### src/rtl/idex_ecc_pkg.sv
// Shared constants and types for the ID/EX SECDED checker.
package idex_ecc_pkg;

    localparam int DATA_W     = 32;
    localparam int CODE_W     = 39;
    localparam int NUM_PAR    = 6;
    localparam int NUM_FIELDS = 5;

    // Hamming parity positions inside code bits [38:1]
    localparam int PAR_POS [NUM_PAR] = '{1, 2, 4, 8, 16, 32};

    // Field indices; also the bit order of ce_flags / ue_flags
    localparam int FLD_RD1 = 0;
    localparam int FLD_RD2 = 1;
    localparam int FLD_IMM = 2;
    localparam int FLD_PC  = 3;
    localparam int FLD_PC4 = 4;

    typedef enum logic [1:0] {
        ST_RUN    = 2'd0,
        ST_REPLAY = 2'd1,
        ST_FATAL  = 2'd2
    } state_t;

    // True when a Hamming position carries a parity bit rather than data
    function automatic logic is_parity_pos(input int pos);
        logic r;
        r = 1'b0;
        for (int i = 0; i < NUM_PAR; i++)
            if (PAR_POS[i] == pos) r = 1'b1;
        return r;
    endfunction

endpackage

### src/rtl/secded39_decode.sv
// Combinational SECDED decoder for one 39-bit word (32 data bits).
module secded39_decode
    import idex_ecc_pkg::*;
(
    input  logic [CODE_W-1:0] code,
    output logic [DATA_W-1:0] data,
    output logic              ce,
    output logic              ue,
    output logic [5:0]        syndrome
);

    logic              p;
    logic              s_in_range;
    logic [CODE_W-1:1] fixed;

    // Syndrome: XOR of the position numbers of every set bit in [38:1]
    always_comb begin
        syndrome = '0;
        for (int k = 1; k < CODE_W; k++)
            if (code[k]) syndrome = syndrome ^ 6'(k);
    end

    assign p          = ^code;
    assign s_in_range = (syndrome <= 6'(CODE_W - 1));
    // s == 0 with p == 1 is a bit-0 error: still correctable, nothing to flip
    assign ce         = p & s_in_range;
    assign ue         = (~p & (syndrome != 6'd0)) | (p & ~s_in_range);

    // Flip the addressed position only when correctable; UE passes raw bits
    always_comb begin
        for (int k = 1; k < CODE_W; k++)
            fixed[k] = code[k] ^ (ce && (syndrome == 6'(k)));
    end

    // Gather data bits from the non-parity positions in ascending order
    always_comb begin
        int j;
        j    = 0;
        data = '0;
        for (int k = 1; k < CODE_W; k++) begin
            if (!is_parity_pos(k)) begin
                data[j] = fixed[k];
                j++;
            end
        end
    end

endmodule

### config.mk
export PLATFORM = sky130hd
export DESIGN_NAME = secded39_decode
export DESIGN_NICKNAME = d
export VERILOG_FILES = /design/src/rtl/idex_ecc_pkg.sv /design/src/rtl/secded39_decode.sv
export SDC_FILE = /design/constraint.sdc
export NUM_CORES = 1
export LEC_CHECK = 0
export CAP_MARGIN = 20
export CORE_MARGIN = 1
export CORE_UTILIZATION = 34
export DETAILED_ROUTE_END_ITERATION = 8
export GPL_TIMING_DRIVEN = 0
export PLACE_DENSITY = 0.83
export SLEW_MARGIN = 20
export SYNTH_ARGS = -nofsm -noshare
export SYNTH_HDL_FRONTEND = slang
export SYNTH_SLANG_ARGS = --single-unit
### constraint.sdc
create_clock -name vclk -period 3.9
set_input_delay 0.78 -clock vclk [all_inputs]
set_output_delay 0.78 -clock vclk [all_outputs]
set_load 0.05 [all_outputs]
# Word-level counts from Yosys, hierarchy flattened

Index checks and enable logic that the tools add are counted.
Widths: inputs -> output; s select.

Order comparisons: 1
Eq/ne operators: 32
Mux-type cells: 38
Bitwise logic cells: 75
Reduce and logical (&&, ||, !) cells: 34

Operator list:

| cell               | number |
|---|---|
| $eq 6x5->1 const B | 15 |
| $mux 5             | 16 |
| $eq 6x4->1 const B | 7 |
| $mux 6             | 7 |
| $not 3->3          | 13 |
| $reduce_xor 39->1  | 1 |
| $eq 6x6->1 const B | 6 |
| $logic_and 1x1->1  | 32 |
| $mux 4             | 8 |
| $xor 1x1->1        | 32 |
| $not 2->2          | 13 |
| $not 4->4          | 5 |
| $eq 6x3->1 const B | 3 |
| $mux 3             | 4 |
| $eq 6x2->1 const B | 1 |
| $le 6x6->1 const B | 1 |
| $reduce_bool 6->1  | 1 |
| $not 1->1 const A  | 5 |
| $not 5->5          | 1 |
| $mux 2             | 2 |
| $and 1x1->1        | 3 |
| $not 1->1          | 2 |
| $mux 1             | 1 |
| $or 1x1->1         | 1 |

Flip-flop bits (word level): 0
Input port bits: 39
Output and inout port bits: 40
Word-level logic and storage cells: 180

# Longest topological paths before layout

Gate-level depths: netlist of the first run.

Depth in word-level cells: 74
Gate-level depth with buffers: 9
Mapped depth without buffers: 9

# Least setup slack after synthesis of the first run

Ideal clock, no wire load.

Path type: input to output
Start: input code[17]
End: output data[10]
Arrival: 3.928 ns
Data required time: 3.120 ns
Path slack: -0.808 ns
Stages: 8
Buffers on the path: 0
Cells stage by stage: xor2_1 -> xnor2_1 -> xnor3_1 -> xnor2_1 -> and2_1 -> nand3b_4 -> nand2b_1 -> xnor2_1

RTL lines:

| item                       | line                  | text |
|---|---|---|
| start: declaration         | secded39_decode.sv:5  | `input logic [CODE_W-1:0] code,` |
| $mux 5 * (2 in a row)      | secded39_decode.sv:20 | `if (code[k]) syndrome = syndrome ^ 6'(k);` |
| $not 3->3 (no source line) | n/a                   |  |
| $mux 5 * (2 in a row)      | secded39_decode.sv:20 |  |
| $not 3->3 (no source line) | n/a                   |  |
| $mux 5 * (2 in a row)      | secded39_decode.sv:20 |  |
| $not 4->4 (no source line) | n/a                   |  |
| $mux 5 * (2 in a row)      | secded39_decode.sv:20 |  |
| $not 3->3 (no source line) | n/a                   |  |
| [... 15 more ...]          | n/a                   |  |
| $mux 6 * (2 in a row)      | secded39_decode.sv:20 |  |
| $not 3->3 (no source line) | n/a                   |  |
| $mux 6 * (2 in a row)      | secded39_decode.sv:20 |  |
| net syndrome[0]            | secded39_decode.sv:9  | `output logic [5:0] syndrome` |
| $le 6x6->1                 | secded39_decode.sv:24 | `assign s_in_range = (syndrome <= 6'(CODE_W - 1));` |
| $and 1x1->1                | secded39_decode.sv:26 | `assign ce = p & s_in_range;` |
| $logic_and 1x1->1 *        | secded39_decode.sv:32 | `fixed[k] = code[k] ^ (ce && (syndrome == 6'(k)));` |
| $xor 1x1->1 *              | secded39_decode.sv:32 |  |
| end: declaration           | secded39_decode.sv:6  | `output logic [DATA_W-1:0] data,` |

Mark *: on every way through the listed nets, which the timed path passes. The rest lies on a longest branch.

# Final worst setup path of the first run

Start: input code[6]
End: output data[15]

Word-level cells in the longest chain between the ends: 53

Ends and longest elaborated chain:

| item                                                           | line |
|---|---|
| $mux 3                                                         | secded39_decode.sv:20 |
| $not 3->3 (no source line)                                     | n/a |
| $mux 3                                                         | secded39_decode.sv:20 |
| $mux 4 (2 in a row)                                            | secded39_decode.sv:20 |
| $not 2->2 (no source line) / $mux 4 (equally long branches)    | n/a |
| $mux 4                                                         | secded39_decode.sv:20 |
| $not 3->3 (no source line) / $not 2->2 (equally long branches) | n/a |
| $mux 4                                                         | secded39_decode.sv:20 |
| [... 36 more ...]                                              | n/a |
| $mux 6 / $not 3->3 (equally long branches)                     | n/a |
| $mux 6                                                         | secded39_decode.sv:20 |
| $not 3->3 (no source line)                                     | n/a |
| $mux 6                                                         | secded39_decode.sv:20 |
| $le 6x6->1                                                     | secded39_decode.sv:24 |
| $and 1x1->1                                                    | secded39_decode.sv:26 |
| $logic_and 1x1->1 *                                            | secded39_decode.sv:32 |
| $xor 1x1->1 *                                                  | secded39_decode.sv:32 |

Every way passes the cells marked *; elsewhere a longest branch is shown, timed or not.

==> impl_results.md, run 1 <==
* Row cnt at 22
* Final Non-Filler Cells at 348
* DR vias at 1931
* Antenna violations before repair at 0
* Grt ovf at 0
* DP Worst Slack at -1290 ps
* Routed Antenna Nets at 0
* FF+latch count at 0
* # DRC at 0
* Detailed Routing Iterations Pass 1 at 4
* Failing checks: negative setup slack
* FF+latch area at 0 sq um
* RePlAce Congestion at 0.801
* Slowest CP cell: xnor3_2
* Port bufs at 79
* Seq/Total Area, Yosys at 0
* Post-synthesis simple-gate area fraction at 0.217
* Slew @ Worst Pin at 519 ps
* Clk_buf instances at 0
* Post-synth cell types at 28
* Outcome: finished with violations
* Detailed Route Iter0 Violations at 175
* Final nets at 341
* Vias in the first global route at 1888
* Area grow syn2layout at 154%
* Max-slew headroom at 0.652
* Core region area at 3800 sq um
* Routed length per instance at 24.2 um
* CP Max Fanout at 6
* Die area at 4370 sq um
* Worst Setup Start Kind: input port
* Ys Warns at 0
* Post-synthesis compound-gate area fraction at 0.0760
* Mean post-synth cell area at 8.04 sq um
* Mapped Cells at 174
* Hpwl dp at 3570 um
* Initial Util at 0.368
* First-pass GRT wire length at 9920 um
* Total GRT Usage at 0.311
* Slew Viols, Final at 0
* Pwr Density at 818 nW/um^2
* Worst Hold Class: input port to primary output
* Nature of the critical path endpoint: primary output
* Pin count of the biggest net entering global routing at 11
* Buf/Inv on CP at 4
* Minimum clock period after layout at 4020 ps
* Final WS setup at -125 ps
* CP Class: input port to primary output
* Crit path DAT at 3240 ps
* Via density at 5.55
* Adder-cell share of the synthesized area at 0
* Synthesized cell area at 1400 sq um
* Die height at 66.1 um
* Fin crit share at 1.03
* Post-CTS Hold Buffers at 0
* Lkg Pwr at 0.00158 uW
* Die Wd at 66.1 um
* Hold Fails Final Rpt at 0
* Mux share of post-synthesis cell area at 0
* MaxCap Viol Count at 0
* Top delay family on crit path: XOR/XNOR gates
* DRT Wirelength at 8430 um
* Setup_tns at -1580 ps
* Syn Nets at 213
* Placed insts at 301
* Max Fclk at 248 MHz
* Slowest stage delay, CP at 470 ps
* Layout cells sized above 1 at 0.833
* Ports at 79
* N_diodes at 0
* Xor/xnor share of the synthesized area at 0.695
* VDD IR max at 0.607 mV
* Fin Hold WS at 1940 ps
* Main combinational cell family by area after synthesis: XOR/XNOR gates
* Setup violations, final at 28
* Crit-path cells: clkbuf_2 > xnor2_1 > xnor2_1 > xnor3_2 > xnor2_4 > nand2b_4 > a31oi_4 > buf_6 > buf_12 > nand2_1 > xnor2_2 > buf_6
* Required @ worst endpoint at 3120 ps
-- layout make-up --
cell class	instances	area [sq um]
buffer	2	16.3
inverter	2	10.0
fill	116	251
timing repair buffer	126	1060
multi-input combinational	170	2400
tap	48	60.1
-- worst paths after layout --
| path | slack, ps | to | from | depth (start not counted) |
|---|---|---|---|---|
| max | -120 | data[15] | code[6] | 12 |
| min | 1940 | data[25] | code[31] | 3 |
-- stage by stage --
| stage | cell area [sq um] | total power, uW | utilization |
|---|---|---|---|
| after detailed placement | 2530 | 1660 | 0.667 |
| after global routing | 3550 | 2960 | 0.934 |
| after CTS | 3320 | 2380 | 0.875 |
| after global placement | 2530 | 1650 | 0.667 |
| final | 3550 | 2900 | 0.934 |
| after floorplan | 1680 | 1210 | - |
-- cells in the mapped netlist (2+ instances only) --
cell      instances  share of area
nor2_1            7          0.019
xnor2_2           8          0.093
nor2b_1           3          0.013
and4_1            3          0.019
nand3_1          16          0.057
xnor3_1           2          0.032
a31oi_4           2          0.030
nand2_1          18          0.048
nand2b_1          3          0.013
and2_1            2         0.0089
and3_1            2         0.0089
xnor2_1          77           0.48
xor2_1           14          0.088
o21ai_2           2          0.013
inv_2             2         0.0054
-- cells by family after synthesis --
| group | Yosys count |
|---|---|
| and+or+nand+nor | 58 |
| xor gates and xnor gates | 101 |
| AOI/OAI and AO/OA | 11 |
| buffers and inverters | 4 |
-- repair_timing --
action                     CTS  global route
setup buffers               32            14
gates resized for setup    397            99
setup endpoints to repair   39            36
pin swaps                   50            43
gates cloned                 2             0
-- layout by cell type (no fill, tap or decap), types with 8 or more instances in the layout --
cell	count
nand2_1	15
buf_2	16
xnor2_1	11
nand3_2	8
buf_6	22
clkbuf_2	18
xnor2_2	59
xnor2_4	15
xor2_2	10
buf_4	54
-- metal layers --
layer  wire length, um  track usage
met1              2880        0.368
met2              4270        0.583
met3               752       0.0379
met4               537       0.0824
met5                 0            0
-- power by group --
group / internal [uW] / switching [uW]
Combinational: 1240 / 1660
Sequential: 0 / 0
Clock: 0 / 0
Total: 1240 / 1660
(Power assumes the default switching activity.)
==> run 2: changes to the inputs <==
--- a/config.mk
+++ b/config.mk
@@ -6,11 +6,12 @@
 export NUM_CORES = 1
 export LEC_CHECK = 0
 export CAP_MARGIN = 20
-export CORE_MARGIN = 1
-export CORE_UTILIZATION = 34
+export CORE_MARGIN = 3
+export CORE_UTILIZATION = 41
 export DETAILED_ROUTE_END_ITERATION = 8
 export GPL_TIMING_DRIVEN = 0
-export PLACE_DENSITY = 0.83
+export PLACE_DENSITY = 0.95
+export REMOVE_ABC_BUFFERS = 1
 export SLEW_MARGIN = 20
 export SYNTH_ARGS = -nofsm -noshare
 export SYNTH_HDL_FRONTEND = slang
==> impl_results.md, run 2 <==
* Die height at 64.4 um (-2.6%)
* Post-CTS Setup Inserts at 45 (+41%)
* Area leader, netlist: xnor2_1
* Ports at 79 (unchanged)
* Hpwl dp at 3740 um (+4.9%)
* Post-synth top area share at 0.482 (unchanged)
* Err: [ERROR DPL-0033] detailed placement checks failed during check placement.
* Most common cell in the netlist: xnor2_1
* Initial Util at 0.444 (+0.0754)
* Mapped Cells at 174 (unchanged)
* Mean post-synth cell area at 8.04 sq um (unchanged)
* Placed Area at 2240 sq um (-12%)
* Ys Warns at 0 (unchanged)
* Post-cts resize count at 365 (-8.1%)
* Seq/Total Area, Yosys at 0 (unchanged)
* RePlAce Congestion at 0.893 (+12%)
* Synth area leaders: xnor2_1 (48%), xnor2_2 (9.3%), xor2_1 (8.8%)
* Post-synth cell types at 28 (unchanged)
* Stop stage: clock tree synthesis (4_1_cts)
* Synthesized cell area at 1400 sq um (unchanged)
* Row cnt at 20 (-9.1%)
* Outcome: stopped before the end
* Post-synth top cells: xnor2_1 (77), nand2_1 (18), nand3_1 (16)
* Post-CTS Hold Buffers at 0 (unchanged)
* Die Wd at 64.4 um (-2.6%)
* Port bufs at 79 (unchanged)
[run 2: cells by family after synthesis]
logic type / count (synthesis) / share of synthesized area
AO/OA/AOI/OAI: 11 / 0.0760
AND/OR/NAND/NOR: 58 / 0.217
XOR/XNOR: 101 / 0.695
buffers and inverters: 4 / 0.0116
[run 2: through the flow]
step                cells  setup slack (ps)  hold slack, ps  utilization  TNS [ps]
detailed placement    295             -1610            2840        0.709    -51740
global placement      295             -1580            2840        0.709    -51460
floorplan             172              -826            1830            -    -21270
==> run 3: changes to the inputs <==
--- a/config.mk
+++ b/config.mk
@@ -6,11 +6,11 @@
 export NUM_CORES = 1
 export LEC_CHECK = 0
 export CAP_MARGIN = 20
-export CORE_MARGIN = 3
-export CORE_UTILIZATION = 41
+export CORE_AREA = 3 3 64 66
 export DETAILED_ROUTE_END_ITERATION = 8
+export DIE_AREA = 0 0 67 69
 export GPL_TIMING_DRIVEN = 0
-export PLACE_DENSITY = 0.95
+export PLACE_DENSITY_LB_ADDON = 0.15
 export REMOVE_ABC_BUFFERS = 1
 export SLEW_MARGIN = 20
 export SYNTH_ARGS = -nofsm -noshare
==> impl_results.md, run 3 (synthesized netlist as in run 1, its figures left out) <==
* Via density at 5.39
* DP Worst Slack at -1560 ps (+59.1 ps)
* CP Class: input port to primary output
* Port bufs at 79 (unchanged)
* Fillers at 158
* Pwr Density at 813 nW/um^2
* Detailed Route Iter0 Violations at 182
* Routed length per instance at 21.2 um
* Setup violations, final at 6
* Minimum clock period after layout at 3970 ps
* Grt ovf at 0
* Layout cells sized above 1 at 0.684
* Vias in the first global route at 1753
* Max-slew headroom at 0.646
* Ports at 79 (unchanged)
* Worst Setup Start Kind: input port
* Failing checks: negative setup slack
* Detailed Routing Iterations Pass 1 at 7
* Final Non-Filler Cells at 345
* VDD IR max at 0.597 mV
* Row cnt at 22 (+10%)
* RePlAce Congestion at 0.807 (-9.6%)
* Crit path DAT at 3190 ps
* DRT Wirelength at 7310 um
* Nature of the critical path endpoint: primary output
* Post-CTS Hold Buffers at 0 (unchanged)
* N_diodes at 0
* Initial Util at 0.385 (-0.0587)
* Max Fclk at 252 MHz
* Total GRT Usage at 0.241
* Core region area at 3630 sq um
* Die Wd at 67 um (+4.0%)
* Commonest cells after routing, fill and taps aside: buf_4 (68), xnor2_1 (37), xnor2_2 (31), clkbuf_2 (19), xnor2_4 (17)
* First-pass GRT wire length at 8760 um
* Clk_buf instances at 0
* Slew @ Worst Pin at 530 ps
* CP Max Fanout at 6
* Routed Antenna Nets at 0
* Area grow syn2layout at 129%
* Required @ worst endpoint at 3120 ps
* Hold Fails Final Rpt at 0
* Final core occ at 0.881
* Fin crit share at 1.02
* Die height at 69 um (+7.1%)
* Pwr Total at 2600 uW
* Die area at 4620 sq um
* Pin count of the biggest net entering global routing at 9
* MaxCap Viol Count at 0
* Outcome: finished with violations
* Placed insts at 299 (+1.4%)
* Worst Hold Class: input port to primary output
* Setup_tns at -127 ps
* Lkg Pwr at 0.00136 uW
* Final WS setup at -67.6 ps
* Hpwl dp at 3390 um (-9.5%)
* FF+latch area at 0 sq um
* Antenna violations before repair at 0
* DR vias at 1861
* Slew Viols, Final at 0
* # DRC at 0
* Commonest non-fill, non-tap cell in the layout: buf_4
* Final nets at 338
* FF+latch count at 0
run 3: path summary, 6_finish.rpt:
check	start	endpoint	slack [ps]	cells after the start
max	code[23]	data[29]	-70	13
min	code[28]	data[22]	1910	3
run 3: what timing repair did:
| action | CTS | global route |
|---|---|---|
| cloned | 1 | 0 |
| buffers inserted | 27 | 20 |
| setup endpoints to repair | 40 | 36 |
| pin swaps | 41 | 58 |
| gates resized for setup | 335 | 133 |
run 3: area by class of cell:
class                      count  area (sq um)  share of cell area
multi-input combinational    171          2130               0.667
timing repair buffer         124           995               0.311
tap                           48          60.1              0.0188
inverter                       2          12.5             0.00391
run 3: routing by layer:
metal,share of wire,global-route usage
met5,0,0
met4,0.024,0.0450
met3,0.065,0.0163
met2,0.53,0.430
met1,0.38,0.312
run 3: power breakdown:
group          total, uW  switching (uW)  leakage (uW)  internal (uW)
logic               2600            1500       0.00136           1100
registers              0               0             0              0
clock network          0               0             0              0
total               2600            1500       0.00136           1100
run 3: critical path, cell delays in order:
cell and delay (ps):
clkbuf_2 130, xnor2_2 220, xnor2_2 110, buf_4 160
xnor2_4 160, buf_12 150, xnor2_4 280, inv_4 120
xnor2_4 180, o21ai_4 270, nand3_1 160, xnor2_1 230
buf_4 240
run 3: per-stage QoR:
step | hold WS, ps | cell area, sq um
global placement | 2840 | 2240
finish | 1910 | 3200
global route | 1920 | 3200
detailed placement | 2850 | 2240
CTS | 2060 | 2900
floorplan | 1830 | 1390
